**src/rtl/ysyx_24100005_ifu.sv**
```systemverilog
// Instruction fetch unit: one outstanding memory read at a time, hands the
// fetched word to execute, and discards responses made stale by a redirect.
module ysyx_24100005_ifu #(
  parameter logic [31:0] RESET_PC = 32'h8000_0000
) (
  input  logic        clk,
  input  logic        rst,
  output logic        mem_req_valid,
  input  logic        mem_req_ready,
  output logic [31:0] mem_req_addr,
  input  logic        mem_rsp_valid,
  input  logic [31:0] mem_rsp_data,
  output logic        inst_valid,
  input  logic        inst_ready,
  output logic [31:0] inst,
  output logic [31:0] inst_pc,
  input  logic        redirect_valid,
  input  logic [31:0] redirect_pc,
  output logic [31:0] fetch_cnt
);

  // state | meaning
  // IDLE  | one-cycle pause after reset before the first request
  // REQ   | presenting a read request for pc
  // WAIT  | request accepted, waiting for its response
  // OUT   | holding the fetched instruction for execute
  // FLUSH | a stale request is outstanding; drop its response
  typedef enum logic [2:0] {IDLE, REQ, WAIT, OUT, FLUSH} state_t;

  state_t      state, state_nxt;
  logic [31:0] pc, pc_nxt, redir_pc;
  logic        latch_inst, deliver;

  assign redir_pc      = redirect_pc & 32'hFFFF_FFFC;
  assign mem_req_valid = (state == REQ);
  assign inst_valid    = (state == OUT);
  assign mem_req_addr  = pc;
  assign deliver       = inst_valid & inst_ready;

  always_comb begin
    state_nxt  = state;
    pc_nxt     = pc;
    latch_inst = 1'b0;
    case (state)
      IDLE: state_nxt = REQ;
      REQ: begin
        if (redirect_valid) begin
          pc_nxt = redir_pc;
          if (mem_req_ready) state_nxt = FLUSH;
        end else if (mem_req_ready) begin
          state_nxt = WAIT;
        end
      end
      WAIT: begin
        if (redirect_valid) begin
          pc_nxt    = redir_pc;
          state_nxt = mem_rsp_valid ? REQ : FLUSH;
        end else if (mem_rsp_valid) begin
          latch_inst = 1'b1;
          state_nxt  = OUT;
        end
      end
      FLUSH: begin
        if (redirect_valid) pc_nxt = redir_pc;
        // leaving on the stale beat even with a redirect avoids waiting
        // forever for a response that will never come
        if (mem_rsp_valid) state_nxt = REQ;
      end
      OUT: begin
        if (redirect_valid) begin
          pc_nxt    = redir_pc;
          state_nxt = REQ;
        end else if (inst_ready) begin
          pc_nxt    = pc + 32'd4;
          state_nxt = REQ;
        end
      end
      default: state_nxt = IDLE;
    endcase
  end

  always_ff @(posedge clk or posedge rst) begin
    if (rst) begin
      state     <= IDLE;
      pc        <= RESET_PC & 32'hFFFF_FFFC;
      inst      <= 32'd0;
      inst_pc   <= 32'd0;
      fetch_cnt <= 32'd0;
    end else begin
      state <= state_nxt;
      pc    <= pc_nxt;
      if (latch_inst) begin
        inst    <= mem_rsp_data;
        inst_pc <= pc;
      end
      if (deliver) fetch_cnt <= fetch_cnt + 32'd1;
    end
  end

endmodule

```
**config.mk**
```make
export PLATFORM = sky130hd
export DESIGN_NAME = ysyx_24100005_ifu
export DESIGN_NICKNAME = d
export VERILOG_FILES = /design/src/rtl/ysyx_24100005_ifu.sv
export SDC_FILE = /design/constraint.sdc
export NUM_CORES = 1
export LEC_CHECK = 0
export BUFFER_PORTS_ARGS = -buffer_cell sky130_fd_sc_hd__buf_2
export CORE_ASPECT_RATIO = 0.9
export CORE_MARGIN = 10
export CORE_UTILIZATION = 51
export CTS_BUF_LIST = sky130_fd_sc_hd__clkbuf_16
export DETAILED_ROUTE_END_ITERATION = 6
export PLACE_DENSITY_LB_ADDON = 0.12
export SYNTH_ARGS = -nofsm -noshare
export SYNTH_HDL_FRONTEND = slang
export SYNTH_SLANG_ARGS = --single-unit
export TNS_END_PERCENT = 100
```
**constraint.sdc**
```tcl
create_clock -name clk -period 4.65 [get_ports clk]
set_clock_uncertainty 0.2 [all_clocks]
set_input_delay 0.2325 -clock clk [delete_from_list [all_inputs] [get_ports clk]]
set_output_delay 0.2325 -clock clk [all_outputs]
set_load 0.05 [all_outputs]
```
=== Word level (Yosys, flattened, before mapping) ===
Index checks and enable logic that the tools add are counted.

* Add/sub/neg operators: 2
* Eq/ne operators: 9
* Muxes and demuxes: 17
* Bitwise operators: 1
* Reduce and logical (&&, ||, !) cells: 5

{| class="wikitable"
|+ Operators with widths
! operator !! number
|-
| two-way mux 32 bit || 3
|-
| one-hot mux 32 bit (2 select lines) || 1
|-
| adder 32 x 1 -> 32 bit, second input constant || 1
|-
| adder 32 x 3 -> 32 bit, second input constant || 1
|-
| two-way mux 3 bit || 9
|-
| one-hot mux 3 bit (5 select lines) || 1
|-
| == test 3 x 2 -> 1 bit, second input constant || 2
|-
| inequality test 2 x 1 -> 1 bit, second input constant || 2
|-
| AND reduction 4 bit || 1
|-
| == test 3 x 1 -> 1 bit, second input constant || 1
|-
| == test 3 bit, second input constant || 1
|-
| zero test 3 bit || 1
|-
| two-way mux 1 bit || 3
|-
| inequality test 3 x 1 -> 1 bit, second input constant || 1
|-
| inequality test 3 bit, second input constant || 1
|-
| AND reduction 3 bit || 1
|-
| OR reduction 3 bit || 1
|-
| inequality test 2 bit, second input constant || 1
|-
| nonzero test 2 bit || 1
|-
| bitwise AND 1 bit || 1
|}

* Register bits after elaboration: 131
* Bits of input ports: 70
* Output and inout bits: 130
* Logic and storage cells: 39

=== Logic depth before layout (Yosys ltp) ===
* Depth in word-level cells: 4
* Mapped depth: 8
* Mapped depth without buffers: 6

=== Worst setup path before layout ===
Ideal clock, no wire load.

* Kind: reg2reg
* Start point: register pc[2] (netlist: mem_req_addr[2])
* End point: register pc[26] (netlist: mem_req_addr[26])
* Setup time: 0.070 ns
* Arrival: 2.328 ns
* Required time: 4.380 ns
* Slack: 2.052 ns
* Cell stages (with the launch flop): 8
* Buffers on the path: 1
* Clock period less this slack: 2.598 ns
* Path through: dfrtp_1 ha_1 and4_1 nand3_2 or2_1 clkbuf_1 or4_1 nand3_1

* Word-level cells in the longest chain between the ends: 4

{| class="wikitable"
|+ Ends and longest elaborated chain
! what !! line !! RTL
|-
| start: declaration || 31 || <nowiki>logic [31:0] pc, pc_nxt, redir_pc;</nowiki>
|-
| start signal: assignment || 85 || <nowiki>pc <= RESET_PC & 32'hFFFF_FFFC;</nowiki>
|-
| start signal: assignment || 91 || <nowiki>pc <= pc_nxt;</nowiki>
|-
| adder 32 x 3 -> 32 bit || 74 || <nowiki>pc_nxt = pc + 32'd4;</nowiki>
|-
| two-way mux 32 bit || 73 || <nowiki>end else if (inst_ready) begin</nowiki>
|-
| two-way mux 32 bit || 70 || <nowiki>if (redirect_valid) begin</nowiki>
|-
| one-hot mux 32 bit (2 select lines) || 44 || <nowiki>case (state)</nowiki>
|}

Every way passes these cells. The select of a mux whose other input is x is not followed.
A chain may end at the register's enable or synchronous reset.

=== Worst setup path in the final report ===
* Start point: register state[0]
* End point: register pc[31] (netlist: mem_req_addr[31])

* Word-level cells in the longest chain between the ends: 4
* Elaborated cells on any way between the ends: 10
* Those cells by class: eq/ne: 6; mux: 1; reduce/logical: 3

{| class="wikitable"
|+ Ends and longest elaborated chain
! what !! line !! RTL
|-
| start: declaration || 30 || <nowiki>state_t state, state_nxt;</nowiki>
|-
| start signal: assignment || 90 || <nowiki>state <= state_nxt;</nowiki>
|-
| == test 3 x 1 -> 1 bit, or another cell as far along || 44 ||
|-
| OR reduction 3 bit (no line) || -- ||
|-
| inequality test 2 x 1 -> 1 bit (no line) / nonzero test 2 bit (equally long branches) || -- ||
|-
| AND reduction 3 bit (no line) || -- ||
|}

Several ways; a longest one is shown, not always the timed one.

==> results.sh <==
export IMPL_track_usage_pct=21.46
export IMPL_crit_fanout=22
export IMPL_htree_levels=4
export IMPL_cts_hold_buffers=62
export IMPL_required_ps=4810
export IMPL_busiest_layer="met2"
export IMPL_firstDrtPassIters=5
export IMPL_layout_drive_gt1_share_pct=37.95
export IMPL_p_sw_w=0.002757
export IMPL_routed_wl_um=17500
export IMPL_clkTransAtPathRegs_ps=60
export IMPL_ys_flop_type="dfrtp_1"
export IMPL_cts_buffer_depth=2
export IMPL_area_growth_pct=39.07
export IMPL_numCtsBuffers=17
export IMPL_grt_max_degree=92
export IMPL_postCtsSetupRepairBufs=0
export IMPL_yosys_warnings=0
export IMPL_cts_root_buf="clkbuf_16"
export IMPL_p_clk_share_pct=23.2
export IMPL_p_per_area_nw_per_um2=699.9
export IMPL_dp_hpwl_um=11470
export IMPL_yosysSeqAreaShare_pct=53.95
export IMPL_routabilityCongestion=0.7943
export IMPL_outcome="complete, no violations"
export IMPL_synth_area_per_cell_um2=10.97
export IMPL_rows=37
export IMPL_start_kind="register"
export IMPL_clock_latency_ps=430
export IMPL_final_net_count=860
export IMPL_grt_util_met1_pct=25.44
export IMPL_ant_nets=0
export IMPL_grtUsageMet2_pct=35.61
export IMPL_cts_resized=0
export IMPL_post_route_drc_count=0
export IMPL_netlist_instances=537
export IMPL_cap_viol_max_count=0
export IMPL_peakVddDrop_mv=0.4405
export IMPL_end_kind="register"
export IMPL_clock_sinks=127
export IMPL_grt_pass1_vias=5318
export IMPL_route_detailed_vias_per_inst=5.348
export IMPL_cts_tree="yes"
export IMPL_ys_async_sr_fraction_pct=100.0
export IMPL_place_inst=863
export IMPL_pwr_share_comb_pct=44.8
export IMPL_worstSetupPathType="reg -> reg"
export IMPL_overflow=0
export IMPL_die_w_um=133.3
export IMPL_relSlewSlack_pct=27.94
export IMPL_fmax_mhz=377.4
export IMPL_synth_edf_count=0
export IMPL_start_util_pct=51.75
export IMPL_nFillCells=848
export IMPL_vias=5123
export IMPL_max_slew_worst_pin_slew_ps=1081
export IMPL_ys_ff_latch=127
export IMPL_synth_cell_types=54
export IMPL_hold_viol_final=0
export IMPL_dieArea_um2=16260
export IMPL_p_leak_nw=3.894
export IMPL_crit_arrival_ps=2810
export IMPL_setup_viol_count_final=0
export IMPL_p_sw_share_pct=48.07
export IMPL_grtUsageMet3_pct=8.148
export IMPL_rsz0062_at_grt="no"
export IMPL_antenna_found_initial=1
export IMPL_internal_power_w=0.002978
export IMPL_ios=200
export IMPL_min_path_type="in -> reg"
export IMPL_core_area_um2=11390
export IMPL_post_route_min_period_ps=2650
export IMPL_drt_wirelength_per_cell_um=18.26
export IMPL_drv_slew=0
export IMPL_final_cells=958
export IMPL_drt_iter0_drc=335
export IMPL_netlist_area_um2=5893
export IMPL_totalNegativeSetupSlack_ps=0
export IMPL_io_buffer_count=193
export IMPL_die_y_um=122.0
export IMPL_seqPwrFrac_pct=32.0
export IMPL_finalCritPeriodShare_pct=56.99
export IMPL_grt_pass1_wl_um=28110
layout by cell type (no fill, tap or decap), types with 5 or more instances in the layout:
master,instances
a21oi_1,42
and3_1,6
and4_1,5
buf_2,193
buf_4,5
clkbuf_16,17
clkinvlp_4,5
dfrtp_1,126
dlygate4sd3_1,62
inv_1,9
mux2_2,63
nand2_1,44
nand3_1,21
nand4_1,15
nor2_1,42
nor3_1,7
o21ai_0,15
o22ai_1,9
or3_1,7
or4_1,6
xnor2_1,25
xor2_1,6
per-layer routing:
metal | up-vias | share of wire, %
met3 | 19 | 7.7
met4 | 0 | 1.2
met1 | 2498 | 41
met2 | 172 | 50
met5 | - | 0
li1 | 2434 | -
sequential cells by signal, indices dropped and copies added (netlist names):
register and flops:
inst_pc 30, mem_req_addr 30, fetch_cnt 32, inst 32
state 3
worst max-delay path, stage by stage, from the launching register on:
cell and delay, ps:
dfrtp_1 550, nand2_1 160, or3_1 660, or3_1 480, or4_1 420, nand3_1 110
cell families after synthesis:
logic type | Yosys count | share of synthesized area (%)
buf+inv | 40 | 3.015
mux | 63 | 12.04
other cells | 1 | 0.06363
flops | 127 | 53.95
compound gates | 97 | 10.13
fa+ha+maj | 2 | 0.4246
simple gates | 176 | 15.78
xor+xnor | 31 | 4.607
metrics by stage:
step	util, %	worst slack [ps]	cell area (um^2)	power, W	hold slack (ps)
4_1_cts	71.94	2019	8193	0.005745	5.760
3_3_place_gp	61.25	2102	6975	0.004301	255.7
6_report	71.96	2000	8195	0.005736	14.52
5_1_grt	71.96	1841	8195	0.006030	34.38
2_1_floorplan	-	834.9	5904	0.003706	165.2
3_5_place_dp	61.25	2052	6975	0.004360	258.3
cells in the mapped netlist (5+ instances only):
cell	number	area share [%]
a21oi_1	42	3.6
and3_1	6	0.64
and4_1	5	0.74
clkbuf_1	21	1.3
dfrtp_1	126	54
inv_1	9	0.57
mux2_2	63	12
nand2_1	44	2.8
nand3_1	21	1.8
nand4_1	15	1.6
nor2_1	42	2.7
nor3_1	8	0.68
o21ai_0	15	1.3
o22ai_1	9	0.96
or3_1	7	0.74
or4_1	6	0.76
xnor2_1	25	3.7
xor2_1	6	0.89
final cells by class:
class | count | area (um^2) | share of cell area (%)
repair buffers | 260 | 1624 | 19.82
clock buffers | 17 | 425.4 | 5.191
multi-input cells | 373 | 2561 | 31.25
flip-flops and latches | 127 | 3179 | 38.79
diodes | 1 | 2.502 | 0.03053
well taps | 156 | 195.2 | 2.382
clock inverters | 15 | 171.4 | 2.092
inverters | 9 | 36.28 | 0.4427
worst paths after layout:
| kind | startpoint | to | slack, ps | depth (start not counted) |
|---|---|---|---|---|
| setup / recovery | state[0] | mem_req_addr[31] | 2000 | 5 |
| hold / removal | inst_ready | mem_req_addr[25] | 10 | 3 |
| setup reg to reg | state[0] | mem_req_addr[31] | 2000 | 5 |
| hold reg to reg | fetch_cnt[31] | fetch_cnt[31] | 270 | 1 |
| max in group asynchronous | rst | mem_req_addr[31] | 2700 | 4 |
| min in group asynchronous | rst | fetch_cnt[13] | 440 | 3 |
power groups by stage:
stage               sequential (W)  combinational [W]  clock [W]
floorplan                  0.00297           0.000739          0
global placement           0.00181            0.00249          0
detailed placement         0.00183            0.00253          0
CTS                        0.00182            0.00258    0.00135
global route               0.00189            0.00274    0.00140
finish                     0.00184            0.00257    0.00133
Power figures use the tool's default switching activity.
